**config.mk**
```make
export PLATFORM = sky130hd
export DESIGN_NAME = pipe_stage_reg
export DESIGN_NICKNAME = d
export VERILOG_FILES = /design/src/rtl/pipe_pkg.sv /design/src/rtl/pipe_stage_cell.sv /design/src/rtl/pipe_stage_reg.sv
export SDC_FILE = /design/constraint.sdc
export NUM_CORES = 1
export LEC_CHECK = 0
export ABC_AREA = 1
export CAP_MARGIN = 10
export CORE_AREA = 2 2 140 142
export DETAILED_ROUTE_END_ITERATION = 12
export DIE_AREA = 0 0 142 144
export HOLD_SLACK_MARGIN = 0.15
export PLACE_DENSITY = 0.73
export SLEW_MARGIN = 40
export SYNTH_ARGS = -nofsm -noshare
export SYNTH_HDL_FRONTEND = slang
export SYNTH_HIERARCHICAL = 1
export SYNTH_SLANG_ARGS = --single-unit
```
**constraint.sdc**
```tcl
create_clock -name clk -period 7.3 [get_ports clk]
set_input_delay 1.46 -clock clk [delete_from_list [all_inputs] [get_ports clk]]
set_output_delay 1.46 -clock clk [all_outputs]
set_load 0.01 [all_outputs]
```
**src/rtl/pipe_pkg.sv**
```systemverilog
`default_nettype none
// ============================================================================
// Module      : pipe_pkg
// Description : Stage-word field widths, bubble word and cell select codes.
// Revision    : 1.0 - initial release
// ============================================================================
package pipe_pkg;

    localparam int STAT_W  = 3;
    localparam int ICODE_W = 4;
    localparam int VAL_W   = 64;
    localparam int REG_W   = 4;
    localparam int WORD_W  = STAT_W + ICODE_W + 2 * VAL_W + 2 * REG_W;

    localparam logic [STAT_W-1:0]  STAT_AOK  = 3'd1;
    localparam logic [ICODE_W-1:0] ICODE_NOP = 4'd1;
    localparam logic [REG_W-1:0]   RNONE     = 4'hF;

    // {stat, icode, valE, valM, dstE, dstM}, MSB first
    localparam logic [WORD_W-1:0] BUBBLE_WORD = {STAT_AOK, ICODE_NOP,
                                                 {VAL_W{1'b0}}, {VAL_W{1'b0}},
                                                 RNONE, RNONE};

    typedef enum logic [1:0] {
        CELL_HOLD  = 2'd0,
        CELL_LOAD  = 2'd1,
        CELL_CLEAR = 2'd2
    } cell_op_e;

endpackage
`default_nettype wire

```
**src/rtl/pipe_stage_cell.sv**
```systemverilog
`default_nettype none
// ============================================================================
// Module      : pipe_stage_cell
// Description : One {valid, word} pipeline register with hold/load/clear select.
// Revision    : 1.0 - initial release
// ============================================================================
module pipe_stage_cell
    import pipe_pkg::*;
#(
    parameter int                DATA_W     = WORD_W,
    parameter logic [DATA_W-1:0] BUBBLE_VAL = BUBBLE_WORD
) (
    input  logic              clk,
    input  logic              reset,
    input  logic [1:0]        i_op,
    input  logic              i_valid,
    input  logic [DATA_W-1:0] i_word,
    output logic              o_valid,
    output logic [DATA_W-1:0] o_word
);

    logic              r_valid;
    logic [DATA_W-1:0] r_word;

    always_ff @(posedge clk or posedge reset) begin
        if (reset) begin
            r_valid <= 1'b0;
            r_word  <= BUBBLE_VAL;
        end else begin
            case (i_op)
                CELL_LOAD: begin
                    r_valid <= i_valid;
                    r_word  <= i_word;
                end
                CELL_CLEAR: begin
                    r_valid <= 1'b0;
                    r_word  <= BUBBLE_VAL;
                end
                default: begin
                    r_valid <= r_valid;
                    r_word  <= r_word;
                end
            endcase
        end
    end

    assign o_valid = r_valid;
    assign o_word  = r_word;

endmodule
`default_nettype wire

```
**src/rtl/pipe_stage_reg.sv**
```systemverilog
`default_nettype none
// ============================================================================
// Module      : pipe_stage_reg
// Description : DEPTH-stage pipeline register chain with stall/bubble/flush,
//               occupancy count and optional perf counters (PIPE_PERF_CNT_EN).
// Revision    : 1.0 - initial release
// ============================================================================
module pipe_stage_reg
    import pipe_pkg::*;
#(
    parameter int                DATA_W     = WORD_W,
    parameter int                DEPTH      = 1,
    parameter logic [DATA_W-1:0] BUBBLE_VAL = BUBBLE_WORD
) (
    input  logic                         clk,
    input  logic                         reset,
    input  logic                         stall,
    input  logic                         bubble,
    input  logic                         flush,
    input  logic                         in_valid,
    input  logic [DATA_W-1:0]            in_data,
    output logic                         out_valid,
    output logic [DATA_W-1:0]            out_data,
    output logic [$clog2(DEPTH+1)-1:0]   occ,
    output logic [31:0]                  stall_cnt,
    output logic [31:0]                  bubble_cnt
);

    localparam int                 c_occ_w   = $clog2(DEPTH + 1);
    localparam logic [c_occ_w-1:0] c_occ_one = c_occ_w'(1);

    logic              w_stage_valid [DEPTH];
    logic [DATA_W-1:0] w_stage_word  [DEPTH];

    // A bubble pushes the chain forward even while stalled.
    logic w_adv;
    assign w_adv = bubble | ~stall;

    for (genvar k = 0; k < DEPTH; k++) begin : g_stage
        logic              w_d_valid;
        logic [DATA_W-1:0] w_d_word;
        logic [1:0]        w_op;

        if (k == 0) begin : g_head
            assign w_d_valid = in_valid;
            assign w_d_word  = in_data;
            assign w_op      = (flush | bubble) ? CELL_CLEAR :
                               (stall ? CELL_HOLD : CELL_LOAD);
        end else begin : g_body
            assign w_d_valid = w_stage_valid[k-1];
            assign w_d_word  = w_stage_word[k-1];
            assign w_op      = flush ? CELL_CLEAR :
                               (w_adv ? CELL_LOAD : CELL_HOLD);
        end

        pipe_stage_cell #(
            .DATA_W     (DATA_W),
            .BUBBLE_VAL (BUBBLE_VAL)
        ) u_cell (
            .clk     (clk),
            .reset   (reset),
            .i_op    (w_op),
            .i_valid (w_d_valid),
            .i_word  (w_d_word),
            .o_valid (w_stage_valid[k]),
            .o_word  (w_stage_word[k])
        );
    end

    assign out_valid = w_stage_valid[DEPTH-1];
    assign out_data  = w_stage_word[DEPTH-1];

    logic               w_occ_in;
    logic               w_occ_out;
    logic [c_occ_w-1:0] r_occ;

    assign w_occ_in  = ~flush & ~bubble & ~stall & in_valid;
    assign w_occ_out = w_adv & w_stage_valid[DEPTH-1];

    always_ff @(posedge clk or posedge reset) begin
        if (reset) begin
            r_occ <= '0;
        end else if (flush) begin
            r_occ <= '0;
        end else if (w_occ_in & ~w_occ_out) begin
            r_occ <= r_occ + c_occ_one;
        end else if (~w_occ_in & w_occ_out) begin
            r_occ <= r_occ - c_occ_one;
        end
    end

    assign occ = r_occ;

`ifdef PIPE_PERF_CNT_EN
    localparam logic [31:0] c_cnt_max = 32'hFFFF_FFFF;

    logic [31:0] r_stall_cnt;
    logic [31:0] r_bubble_cnt;

    always_ff @(posedge clk or posedge reset) begin
        if (reset) begin
            r_stall_cnt  <= '0;
            r_bubble_cnt <= '0;
        end else begin
            if (stall & ~flush & ~bubble & (r_stall_cnt != c_cnt_max)) begin
                r_stall_cnt <= r_stall_cnt + 32'd1;
            end
            if ((bubble | flush) & (r_bubble_cnt != c_cnt_max)) begin
                r_bubble_cnt <= r_bubble_cnt + 32'd1;
            end
        end
    end

    assign stall_cnt  = r_stall_cnt;
    assign bubble_cnt = r_bubble_cnt;
`else
    assign stall_cnt  = 32'd0;
    assign bubble_cnt = 32'd0;
`endif

endmodule
`default_nettype wire

```
==> results <==
- Measured along the y axis, the die boundary spans 144 µm.
- The synthesized netlist devotes 27.33% of its cell area to simple gates.
- Dividing the detail-routed via count by the number of cells gives 4.168.
- The count of non-filler cells in the finished layout is 1229.
- Summed over all nets, wire length on met2 after detailed routing comes to 7.842 mm.
- The area occupied by multi-input gates is 0.001972 mm².
- Traced cell by cell, the critical path runs through clkdlybuf4s50_1 -> nor2_2 -> inv_1 -> nor2_1 -> inv_1 -> ha_4 -> nor2_4 -> buf_12 -> nand2_1 -> nand2_1.
- Across the run, the number of max-cap violations was 0.
- The worst pin sits at a relative slew slack of 52.50%.
- The total via count after detailed routing is 5122.
- For this run, the top clock speed supported by timing is 0.2734 GHz.
- The clock latency on the worst-skew pair is 0.40 ns.
- After routing, the total negative slack on setup checks comes to 0 ns.
- The initial utilization of the core area, before any placement, comes to 31.67%.
- In the detailed route, the total length drawn on met3 is 1.177 mm.
- In this run the post-CTS setup repair buffer count came out at 0.
- The XOR/XNOR share of the synthesized area is 0%.
- The count of final setup violators is 0.
- Synthesis handed over a netlist of 695 instances.
- The floorplan step set the die width to 142 µm.
- In this run, CTS created clock tree buffers numbering 17.
- The tree built by TritonCTS fans out to 145 sinks.
- The worst path required time is 7.64 ns.
- The portion of synthesized cell area occupied by the leading cell type is 55.90%.
- The synthesized-area fraction occupied by adder cells is 0.2070%.
- The hold buffer count at CTS is 0.
- The power per cell area is 233.0 mW/mm².
- For the final database, setup skew stands at 0.005230 ns.
- Setup repair after global routing left no endpoint under its margin.
- The congestion estimate from routability-driven global placement came to 0.7899.
- The pre-antenna-repair detailed-routing pass consisted of 4 iterations.
- The number of buffers between clock root and the deepest sink is 2.
- In this run the tool buffered the top-level ports with 293 buffer cells.
- Summed over all cells, the static leakage comes to 4.765 nW.
- Clock-pin slew was measured on the worst setup and hold paths at 0.06 ns.
- For this block, wires on met1 add up to 6.843 mm.
- The final max-slew violation count is 0.
- The final count of hold timing violations is 0.
- The critical path contains buffers and inverters numbering 4 combined.
- The startpoint type of the worst setup path is a primary input.
- The flow ran to the end, and the final reports show no timing, DRC or antenna violations.
- The DRC violation total after the first TritonRoute iteration is 207.
- From synthesis to final layout, the design area changed by 58.07%.
- The number of different library cells in the post-synthesis netlist is 18.
- Setup slack on the critical path of the routed design comes to 3.642 ns.
- At the pin with the least slew margin, the transition time is 0.7125 ns.
- Multiplexer cells account for 0% of the synthesized area.
- The type of element capturing the critical path is a register.
- At the placement stage, the worst setup path has a slack of 3.258 ns.
- The row count is 51.
- After detailed routing, the number of remaining DRC violations is 0.
- The fraction of the yosys area taken by sequential cells is 60.25%.
- Fill cells in the final layout number 1756.
- The fraction of final layout cells with drive strength greater than 1 is 5.146%.
- The share of the cycle needed by the critical path after routing is 50.11%.
- The slowest stage of the critical path is the sky130_fd_sc_hd__nor2_4 cell.
- The maximum number of pins on one net before global-route repair is 94.
- Dividing the detail-routed wire length by the instance count gives 13.12 µm.
- Sorting the synthesized cells by area gives the leading types as sky130_fd_sc_hd__dfrtp_1 56%, sky130_fd_sc_hd__nand2_1 26%, sky130_fd_sc_hd__buf_4 8.9%, sky130_fd_sc_hd__dfstp_2 4.3%, sky130_fd_sc_hd__buf_2 1.2%.
- CTS placed an instance of sky130_fd_sc_hd__clkbuf_16 at the clock tree root.
- Once placement finished, the instance area stood at 0.008952 mm².
- The count of warnings emitted by yosys is 6.
- For the worst setup path, the data arrival time is 3.99 ns.
- The fraction of the mapped netlist area in compound gates is 0.9110%.
- The number of diodes added for antenna fixing is 0.
- The HPWL reported at the end of detailed placement is 11.26 mm.
- After synthesis, the largest family of logic cells by area is simple AND/OR/NAND/NOR gates.
- The core region area is 0.01908 mm².
- Global routing finished with a remaining overflow of 0.
- The number of flip-flops and latches in the synthesized netlist is 145.
- After routing the design area is 0.009553 mm².
- The number of antenna violations at the first check in global routing is 0.
- The worst setup path is of the primary input to register kind.
- In the final layout, flip-flops and latches occupy 0.003641 mm².
- The die covers 0.02045 mm².
- The highest routing layer actually used is met4.
- TritonCTS built the clock tree.
- After the last flow step, the layout net total stands at 1129.
- The number of global-route vias before repair is 4784.
- The netlist area before placement is 0.006043 mm².
- Pin placement for this block handled 358 I/O pins.
- The final period demand of the worst path is 3.658 ns.
- Once the clock tree was built, the resizer swapped 0 gates to a different size.
- The biggest area contributor in the post-synthesis netlist is sky130_fd_sc_hd__dfrtp_1.
- Along the worst path, the maximum fanout reaches 93.
- The maximum resistive drop on vdd is 0.1453 mV.
- Across every metal layer, demand over resource in global routing totals 15.34%.
- The total instance count after detailed placement is 1198.
- The detail route stage leaves a number of antenna-violating nets equal to 0.
- Dividing the synthesized area by the synthesized cell count gives 8.695 µm².
- The clock tree synthesis step divided the H-tree into 4 levels.
- The total wire length is 16.13 mm.
- The min-delay analysis places its worst path in the category register to register.
- The first global-routing pass estimated 24.72 mm of wire.
- The largest single stage delay on the critical path is 0.53 ns.
- Grouping stages by cell kind, the critical path spends the most delay in simple AND/OR/NAND/NOR gates.
==> cell type report <==
cell class,instances,share of cell area [%]
Sequential cell,145,38.11
Clock inverter,12,1.650
Clock buffer,19,4.637
Inverter,9,0.4060
Tap cell,238,3.117
Multi-Input combinational cell,509,20.64
Timing Repair Buffer,297,31.43
==> synthesized netlist by cell type, drive strengths merged <==
master	n
a21oi	1
dfstp	10
ha	1
conb	1
inv	9
buf	88
o21ai	10
nor2	4
nand3	3
nand2	426
clkbuf	7
dfrtp	135
==> power breakdown <==
part           switching, mW  total, mW  internal (mW)
Clock                  0.336      0.883          0.547
Sequential            0.0401      0.921          0.881
Combinational          0.195      0.422          0.227
==> cell usage in the layout (no fill, tap or decap) <==
master | netlist | final
sky130_fd_sc_hd__a21oi_1 | 1 | 1
sky130_fd_sc_hd__clkinv_2 | 0 | 2
sky130_fd_sc_hd__dfstp_2 | 10 | 10
sky130_fd_sc_hd__nand2_1 | 425 | 425
sky130_fd_sc_hd__clkbuf_1 | 7 | 1
sky130_fd_sc_hd__dfrtp_1 | 135 | 135
sky130_fd_sc_hd__nand2_2 | 1 | 1
sky130_fd_sc_hd__o21ai_0 | 10 | 10
sky130_fd_sc_hd__buf_16 | 0 | 1
sky130_fd_sc_hd__buf_12 | 0 | 1
sky130_fd_sc_hd__nand3_2 | 2 | 2
sky130_fd_sc_hd__nor2_2 | 1 | 1
sky130_fd_sc_hd__conb_1 | 1 | 64
sky130_fd_sc_hd__clkinvlp_4 | 0 | 3
sky130_fd_sc_hd__ha_4 | 0 | 1
sky130_fd_sc_hd__clkinv_4 | 0 | 2
sky130_fd_sc_hd__nor2_4 | 1 | 1
sky130_fd_sc_hd__nor2_1 | 2 | 2
sky130_fd_sc_hd__nand3_1 | 1 | 1
sky130_fd_sc_hd__buf_6 | 0 | 2
sky130_fd_sc_hd__bufinv_16 | 0 | 3
sky130_fd_sc_hd__clkbuf_8 | 0 | 1
sky130_fd_sc_hd__inv_1 | 9 | 8
sky130_fd_sc_hd__clkbuf_16 | 0 | 17
sky130_fd_sc_hd__clkdlybuf4s50_1 | 0 | 293
sky130_fd_sc_hd__inv_6 | 0 | 3
==> cells by family (layout without fill, tap and decap cells) <==
| kind of cell | after synthesis | after routing |
|---|---|---|
| buffers and inverters | 104 | 337 |
| AO/OA/AOI/OAI | 11 | 11 |
| AND/OR/NAND/NOR | 433 | 433 |
| other | 1 | 64 |
| flip-flops | 145 | 145 |
| adder cells (fa/ha/maj) | 1 | 1 |
==> sequential cells by signal (all words and copies together) (netlist names) <==
signal                  count
occ                         1
g_stage.u_cell/o_word     143
g_stage.u_cell/o_valid      1
==> worst paths after layout <==
kind | from | to | slack, ns | depth (start not counted)
worst max-delay path | bubble | g_stage[0].u_cell/o_word[24] | 3.64 | 10
worst min-delay path | g_stage[0].u_cell/o_word[5] | g_stage[0].u_cell/o_word[5] | 0.47 | 2
worst max register to register | g_stage[0].u_cell/o_valid | occ | 6.45 | 4
worst min register to register | g_stage[0].u_cell/o_word[5] | g_stage[0].u_cell/o_word[5] | 0.47 | 2
max in group asynchronous | reset | g_stage[0].u_cell/o_word[62] | 4.70 | 3
min in group asynchronous | reset | occ | 1.31 | 2
==> worst min-delay path, stage by stage (launching register included) <==
cell and delay, ns:
sky130_fd_sc_hd__dfstp_2 0.36, sky130_fd_sc_hd__nand2_1 0.05, sky130_fd_sc_hd__nand2_1 0.05
==> per-stage QoR <==
stage	power (mW)	utilization, %	hold slack [ns]
after CTS	2.262	50.07	0.4698
after detailed placement	1.361	46.92	0.4590
after floorplan	1.119	-	0.4728
after global routing	2.339	50.07	0.4851
final	2.226	50.07	0.4662
after global placement	1.352	46.74	0.4545
==> routing by layer <==
layer / vias to the layer above / GRT usage [%]
met1: 2360 / 19.19
li1: 2532 / -
met5: - / 0
met4: 0 / 4.421
met3: 20 / 5.464
met2: 210 / 25.15
Power figures use the tool's default switching activity.
